==> config.mk <==
export PLATFORM = sky130hd
export DESIGN_NAME = layer_out_writer
export DESIGN_NICKNAME = d
export VERILOG_FILES = /design/src/rtl/cnn_pkg.sv /design/src/rtl/quant_sat.sv /design/src/rtl/layer_out_writer.sv
export SDC_FILE = /design/constraint.sdc
export NUM_CORES = 1
export LEC_CHECK = 0
export ABC_CLOCK_PERIOD_IN_PS = 2200
export CORE_MARGIN = 2
export CORE_UTILIZATION = 40
export CTS_CLUSTER_SIZE = 20
export DETAILED_ROUTE_END_ITERATION = 10
export HOLD_SLACK_MARGIN = 0.03
export PLACE_DENSITY_LB_ADDON = 0.05
export SLEW_MARGIN = 10
export SYNTH_ARGS = -nofsm -noshare
export SYNTH_HDL_FRONTEND = slang
export SYNTH_HIERARCHICAL = 1
export SYNTH_SLANG_ARGS = --single-unit
==> constraint.sdc <==
create_clock -name clk -period 2.2 [get_ports clk]
set_input_delay 0.33 -clock clk [delete_from_list [all_inputs] [get_ports clk]]
set_output_delay 0.33 -clock clk [all_outputs]
set_load 0.01 [all_outputs]
==> src/rtl/cnn_pkg.sv <==
// cnn_pkg: shared widths, per-layer feature-map dimensions and writer state encoding
package cnn_pkg;
  localparam int DATA_W = 16;
  localparam int ACC_W = 32;
  localparam int C1_OUT_W = 24;
  localparam int C1_OUT_H = 24;
  localparam int P1_OUT_W = 12;
  localparam int P1_OUT_H = 12;
  localparam int C2_OUT_W = 8;
  localparam int C2_OUT_H = 8;
  localparam int P2_OUT_W = 4;
  localparam int P2_OUT_H = 4;
  typedef enum logic [1:0] {IDLE, RUN, DONE} wr_state_t;
endpackage

==> src/rtl/quant_sat.sv <==
// quant_sat: arithmetic shift, optional ReLU and saturation of an accumulator to a stored word
module quant_sat #(
  parameter int ACC_W = 32,
  parameter int DATA_W = 16,
  parameter int FRAC_SHIFT = 8,
  parameter int RELU = 1
) (
  input  logic signed [ACC_W-1:0]  d,
  output logic signed [DATA_W-1:0] q
);
  localparam logic signed [ACC_W-1:0] MAXV = {{(ACC_W-DATA_W+1){1'b0}}, {(DATA_W-1){1'b1}}};
  localparam logic signed [ACC_W-1:0] MINV = {{(ACC_W-DATA_W+1){1'b1}}, {(DATA_W-1){1'b0}}};
  logic signed [ACC_W-1:0] s, r;
  always_comb begin
    s = d >>> FRAC_SHIFT;
    r = (RELU != 0 && s < 0) ? '0 : s;
    q = r > MAXV ? MAXV[DATA_W-1:0] : r < MINV ? MINV[DATA_W-1:0] : r[DATA_W-1:0];
  end
endmodule

==> src/rtl/layer_out_writer.sv <==
// layer_out_writer: quantizes a raster pixel stream and writes pixel pairs through both RAM ports
module layer_out_writer import cnn_pkg::*; #(
  parameter int OUT_W = 24,
  parameter int OUT_H = 24,
  parameter int ACC_W = 32,
  parameter int DATA_W = 16,
  parameter int FRAC_SHIFT = 8,
  parameter int RELU = 1,
  parameter int ADDR_W = 10
) (
  input  logic              clk,
  input  logic              rst_n,
  input  logic              start,
  input  logic              in_valid,
  input  logic [ACC_W-1:0]  in_data,
  output logic              in_ready,
  output logic [ADDR_W-1:0] addr1,
  output logic [ADDR_W-1:0] addr2,
  output logic [DATA_W-1:0] wdata1,
  output logic [DATA_W-1:0] wdata2,
  output logic              we1,
  output logic              we2,
  output logic              done
);
  localparam int TOTAL = OUT_W * OUT_H;
  localparam int CW = $clog2(TOTAL + 1);
  wr_state_t state, nstate;
  logic [CW-1:0] n;
  logic [ADDR_W-1:0] base;
  logic [DATA_W-1:0] hold, q;
  logic hold_v, accept, last;
  quant_sat #(.ACC_W(ACC_W), .DATA_W(DATA_W), .FRAC_SHIFT(FRAC_SHIFT), .RELU(RELU)) u_q (
    .d(in_data),
    .q(q)
  );
  always_comb begin
    in_ready = state == RUN && n < CW'(TOTAL);
    accept = in_valid && in_ready;
    last = n == CW'(TOTAL - 1);
    done = state == DONE;
    nstate = (state != RUN && start) ? RUN : (state == RUN && n == CW'(TOTAL) && we1) ? DONE : state;
  end
  // an odd final pixel is written alone instead of waiting in hold for a partner
  always_ff @(posedge clk or negedge rst_n)
    if (!rst_n) begin
      state <= IDLE;
      n <= '0;
      base <= '0;
      hold <= '0;
      hold_v <= 1'b0;
      addr1 <= '0;
      addr2 <= '0;
      wdata1 <= '0;
      wdata2 <= '0;
      we1 <= 1'b0;
      we2 <= 1'b0;
    end else begin
      state <= nstate;
      we1 <= 1'b0;
      we2 <= 1'b0;
      if (state != RUN && start) begin
        n <= '0;
        base <= '0;
        hold_v <= 1'b0;
      end else if (accept) begin
        n <= n + CW'(1);
        if (hold_v) begin
          we1 <= 1'b1;
          we2 <= 1'b1;
          addr1 <= base;
          addr2 <= base + ADDR_W'(1);
          wdata1 <= hold;
          wdata2 <= q;
          hold_v <= 1'b0;
          if (!last) base <= base + ADDR_W'(2);
        end else if (last) begin
          we1 <= 1'b1;
          addr1 <= base;
          wdata1 <= q;
        end else begin
          hold <= q;
          hold_v <= 1'b1;
        end
      end
    end
endmodule

# After elaboration in Yosys (flattened, before gate mapping)
# Cells that the tools add are included.
[op_classes]
add_sub_neg = 3
order_cmp = 4
n_eq_ne = 6
n_mux = 26
bitwise = 3
n_reduce_logical = 13
[op_table]
columns = ["op", "count"]
rows = [
  ["10-bit 2-to-1 mux", 8],
  ["16-bit 2-to-1 mux", 4],
  ["32-bit by 16-bit > comparator with 1-bit output, second input constant", 1],
  ["32-bit by 16-bit < comparator with 1-bit output, second input constant", 1],
  ["32-bit 2-to-1 mux", 1],
  ["24-bit by 1-bit < comparator with 1-bit output, second input constant", 1],
  ["10-bit by 1-bit adder with 10-bit output, second input constant", 2],
  ["10-bit == test, second input constant", 2],
  ["1-bit 2-to-1 mux", 11],
  ["10-bit by 2-bit adder with 10-bit output, second input constant", 1],
  ["10-bit < comparator, second input constant", 1],
  ["3-bit AND reduction", 3],
  ["2-bit nonzero test", 4],
  ["1-bit logical AND", 5],
  ["2-bit 2-to-1 mux", 2],
  ["2-bit by 1-bit != test with 1-bit output, second input constant", 2],
  ["4-bit AND reduction", 1],
  ["1-bit NOT", 3],
  ["2-bit by 1-bit == test with 1-bit output, second input constant", 1],
  ["2-bit == test, second input constant", 1],
]
[totals]
register_bits = 93
input_bits = 36
out_inout_bits = 56

# Logic depth before layout (Yosys ltp)
[depth]
ltp_word = 7
mapped_depth = 7
depth_no_buf = 5

# Hierarchy
# Netlist, hierarchy kept.
[by_module_without_submodules]
columns = ["module", "instances", "cells_each", "area_per_inst_um2", "seq_area_each_um2"]
rows = [
  ["layer_out_writer", 1, 362, 4012.6, 2277.2],
  ["quant_sat", 1, 37, 212.7, 0.0],
]

# Worst setup path before layout
# OpenSTA, ideal clock, no wires.
[synth_path]
path_type = "flip-flop to flip-flop"
from = "register n[0]"
to = "register addr1[6]"
setup_ps = 125
arrival_time_ps = 1645
path_slack_ps = 430
stages_incl_launch_ff = 7
n_path_buf = 2
path_cell_list = "dfrtp_1 > ha_1 > and3_1 > buf_4 > o21ai_4 > buf_6 > mux2_4"
[synth_between]
elab_chain_len = 4
word_cells_on_any_way = 6
[synth_lines]
columns = ["item", "line_no", "source"]
rows = [
  ["start, declared", "layer_out_writer.sv:28", "logic [CW-1:0] n;"],
  ["start signal, assigned", "layer_out_writer.sv:66", "n <= n + CW'(1);"],
  ["10-bit < comparator", "layer_out_writer.sv:37", "in_ready = state == RUN && n < CW'(TOTAL);"],
  ["1-bit logical AND", "layer_out_writer.sv:37", ""],
  ["1-bit logical AND", "layer_out_writer.sv:38", "accept = in_valid && in_ready;"],
  ["3-bit AND reduction (no line) (*)", "n/a", ""],
  ["end signal, assigned", "layer_out_writer.sv:70", "addr1 <= base;"],
  ["end signal, assigned", "layer_out_writer.sv:78", "addr1 <= base;"],
  ["end, declared", "layer_out_writer.sv:17", "output logic [ADDR_W-1:0] addr1,"],
]
# Mark *: on every way between the ends. The rest lies on a longest branch, timed or not.
# A chain may end at the register's enable or synchronous reset.

# Worst setup path in the final report
[layout_path]
from = "register n[8]"
to = "output port in_ready"
[layout_between]
elab_chain_len = 2
[layout_lines]
columns = ["item", "line_no", "source"]
rows = [
  ["10-bit < comparator", "layer_out_writer.sv:37", ""],
  ["1-bit logical AND", "layer_out_writer.sv:37", ""],
  ["end, declared", "layer_out_writer.sv:16", "output logic in_ready,"],
]
# No other way between the ends.

==> metrics.txt <==
run status=finished clean; HP Class=reg -> reg; Peak VDD IR=513 µV; main combinational cell family by area after synthesis=simple AND/OR/NAND/NOR gates; placed cells=616; Post-synth EDFFs=0; Seq/Total Area, Yosys=53.9%; cell chain of the critical path=o31a_1 -> nor2_1 -> clkdlybuf4s50_1; Initial Util=41.1%; Clock Skew=0.0143 ns; htree depth=3; largest net degree at the start of global routing=44; Overflow after GRT=0; internal reg-to-reg setup slack=0.15 ns; # DRC=0; simple-gate portion of the synthesized area=16.7%; critical path launch point type=flop; Reg2Reg Depth=4; fillers=960; Synth top area share=53.9%; Area Overhead vs Synth=29.2%; chip width=107 µm; final setup TNS=0 ns; Max-slew headroom=44.5%; NumNets Final=532; Yosys warnings=6; total CTS buffers=9; Period minus WS final=2.15 ns; initial antenna violation count=0; Yosys top cell by area=dfrtp_1; delay of the slowest critical-path stage=0.54 ns; WP data arrival=1.82 ns; compound-cell area share of the yosys netlist=9.98%; leakage power=2.55 nW; Worst Tran Pin Value=0.830 ns; Placer Congestion=0.842; hold_sp=addr2[0]$_DFFE_PN0P_; Synth async-reset ratio=100%; Via Count=3242; post-synthesis xor/xnor area fraction=1.24%; Detailed Route WL=9760 µm; average wire per standard cell=15.4 µm; first-pass GRT wire length=16200 µm; Tot Pwr=0.00590 W; synth unique cells=48; DR iter-0 viols=143; GRT Util Overall=18.3%; IO Port Bufs=82; post-synthesis mux area share=12.5%; Detail Route Antenna Nets=0; critical setup path kind=reg -> out; Avg Inst Size Synth=10.6 µm²; Worst Setup End Kind=primary output; required time of the critical path=1.87 ns; Post-Syn Nets=438; Ant. Diodes=0; max-slew violation count=0; Die H=107 µm; # clock sinks=91; crit share post-route=97.6%; post-layout util=53.1%; setup violators final=0; ys flop type=dfrtp_1; Max clock buf depth=2; Worst Hold Depth=1; Synth Register Bits=91; vias per cell=5.11; Worst R2R Start=n[5]$_DFFE_PN0P_; synthesized netlist cell count=399; unrepaired setup endpoints after global routing=false; DP HPWL=6610 µm; share of post-route cells with drive strength above 1=15.1%; CTS tree=yes; final hold slack=0.480 ns; clock latency on the worst-skew pair=0.38 ns; Mapped Area=4230 µm²; Non-Filler Instances=634; first-pass detailed-route iteration total=4; die area=11400 µm²; # rows=37; top cells by area, synth=dfrtp_1, nand2_1, mux2i_1; fmax=466 MHz; Worst path slowest cell=clkdlybuf4s50_1; most frequent cells in the layout=nand2_1, dfrtp_1, clkdlybuf4s50_1; Hold Path Sink=addr2[0]$_DFFE_PN0P_; Core Region=10300 µm²; PD cells=1080 nW/µm²; Ports=92; Worst Path Max Fanout=6; clock root cell=clkbuf_8; Post-Synth Adder-Cell Area=0.888%; r2r endpoint=addr1[4]$_DFFE_PN0P_; # Max-Cap Violations=0; vias in the first global route=3195; Final Hold Fails=0; Clk pin slew, worst setup/hold paths=0.10 ns
area by class of cell:
cell class | instances | area, µm² | share of cell area (%)
Clock buffer | 10 | 138 | 2.52
Clock inverter | 6 | 57.6 | 1.05
Inverter | 19 | 71.3 | 1.31
Multi-Input combinational cell | 269 | 1750 | 32.1
Sequential cell | 91 | 2280 | 41.8
Tap cell | 136 | 170 | 3.12
Timing Repair Buffer | 103 | 991 | 18.1
timing repair:
action	in CTS	in global routing
endpoints found under the hold margin	40	0
gates resized for setup	0	2
pin swaps	1	0
setup buffers	1	0
endpoints found under the setup margin	1	1
hold buffers	1	0
cells in the mapped netlist (5+ instances only):
cell	number
a21oi_1	6
inv_1	18
and4_1	5
nor2_1	13
a31oi_1	16
nand2_1	89
mux2_2	14
dfrtp_1	91
clkbuf_1	6
mux2_4	12
nand3_1	7
mux2i_1	19
buf_2	6
o21ai_0	33
flip-flops by register name (all words and copies together), names as in the netlist, 2 cells and up:
register / count
hold: 16
wdata1: 16
wdata2: 16
addr2: 10
n: 10
addr1: 9
base: 9
state: 2
stage by stage:
step | setup WS (ns) | cell area, µm²
final | 0.0538 | 5460
after global routing | 0.00388 | 5460
after CTS | 0.00913 | 5460
after detailed placement | 0.106 | 5250
after global placement | 0.116 | 5250
after floorplan | 0.430 | 4230
critical path: cells and delay by family, from the launching register on:
family	cells	cell delay, ns
buffers and inverters	1	0.54
and+or+nand+nor	1	0.11
DFF	1	0.46
AOI/OAI and AO/OA	1	0.34
routing by layer:
layer / routed length (µm) / up-vias / track usage, %
met5: 0 / - / 0
met4: 133 / 0 / 6.22
met3: 566 / 8 / 4.98
met2: 4600 / 81 / 28.5
met1: 4460 / 1598 / 24.6
li1: - / 1555 / -
how the worst max path moves through the flow:
stage                     startpoint                    to  slack [ns]  cells after the start
finish              n[8]$_DFFE_PN0P_              in_ready        0.05                      3
floorplan           n[0]$_DFFE_PN0P_  addr1[6]$_DFFE_PN0P_        0.43                      6
detailed placement          in_valid  addr1[6]$_DFFE_PN0P_        0.11                      5
CTS                 n[7]$_DFFE_PN0P_              in_ready       0.009                      3
global placement            in_valid  addr1[7]$_DFFE_PN0P_        0.12                      5
global route        n[8]$_DFFE_PN0P_              in_ready       0.004                      3
cell families (layout without fill, tap and decap cells):
family / count (synthesis) / in the layout
AOI/OAI and AO/OA: 67 / 67
xor gates and xnor gates: 6 / 6
adders and majority gates: 3 / 3
buffers and inverters: 39 / 138
DFF: 91 / 91
muxes: 45 / 45
other: 2 / 2
and+or+nand+nor: 146 / 146
report_power, final:
part           leakage [nW]  total [W]  internal (W)  switching, W
Clock                0.0980    0.00113      0.000465      0.000660
Sequential             1.15    0.00258       0.00222      0.000359
Combinational          1.30    0.00220       0.00120      0.000993
Total                  2.55    0.00590       0.00389       0.00201
No activity file was read; power rests on OpenSTA's default activity.
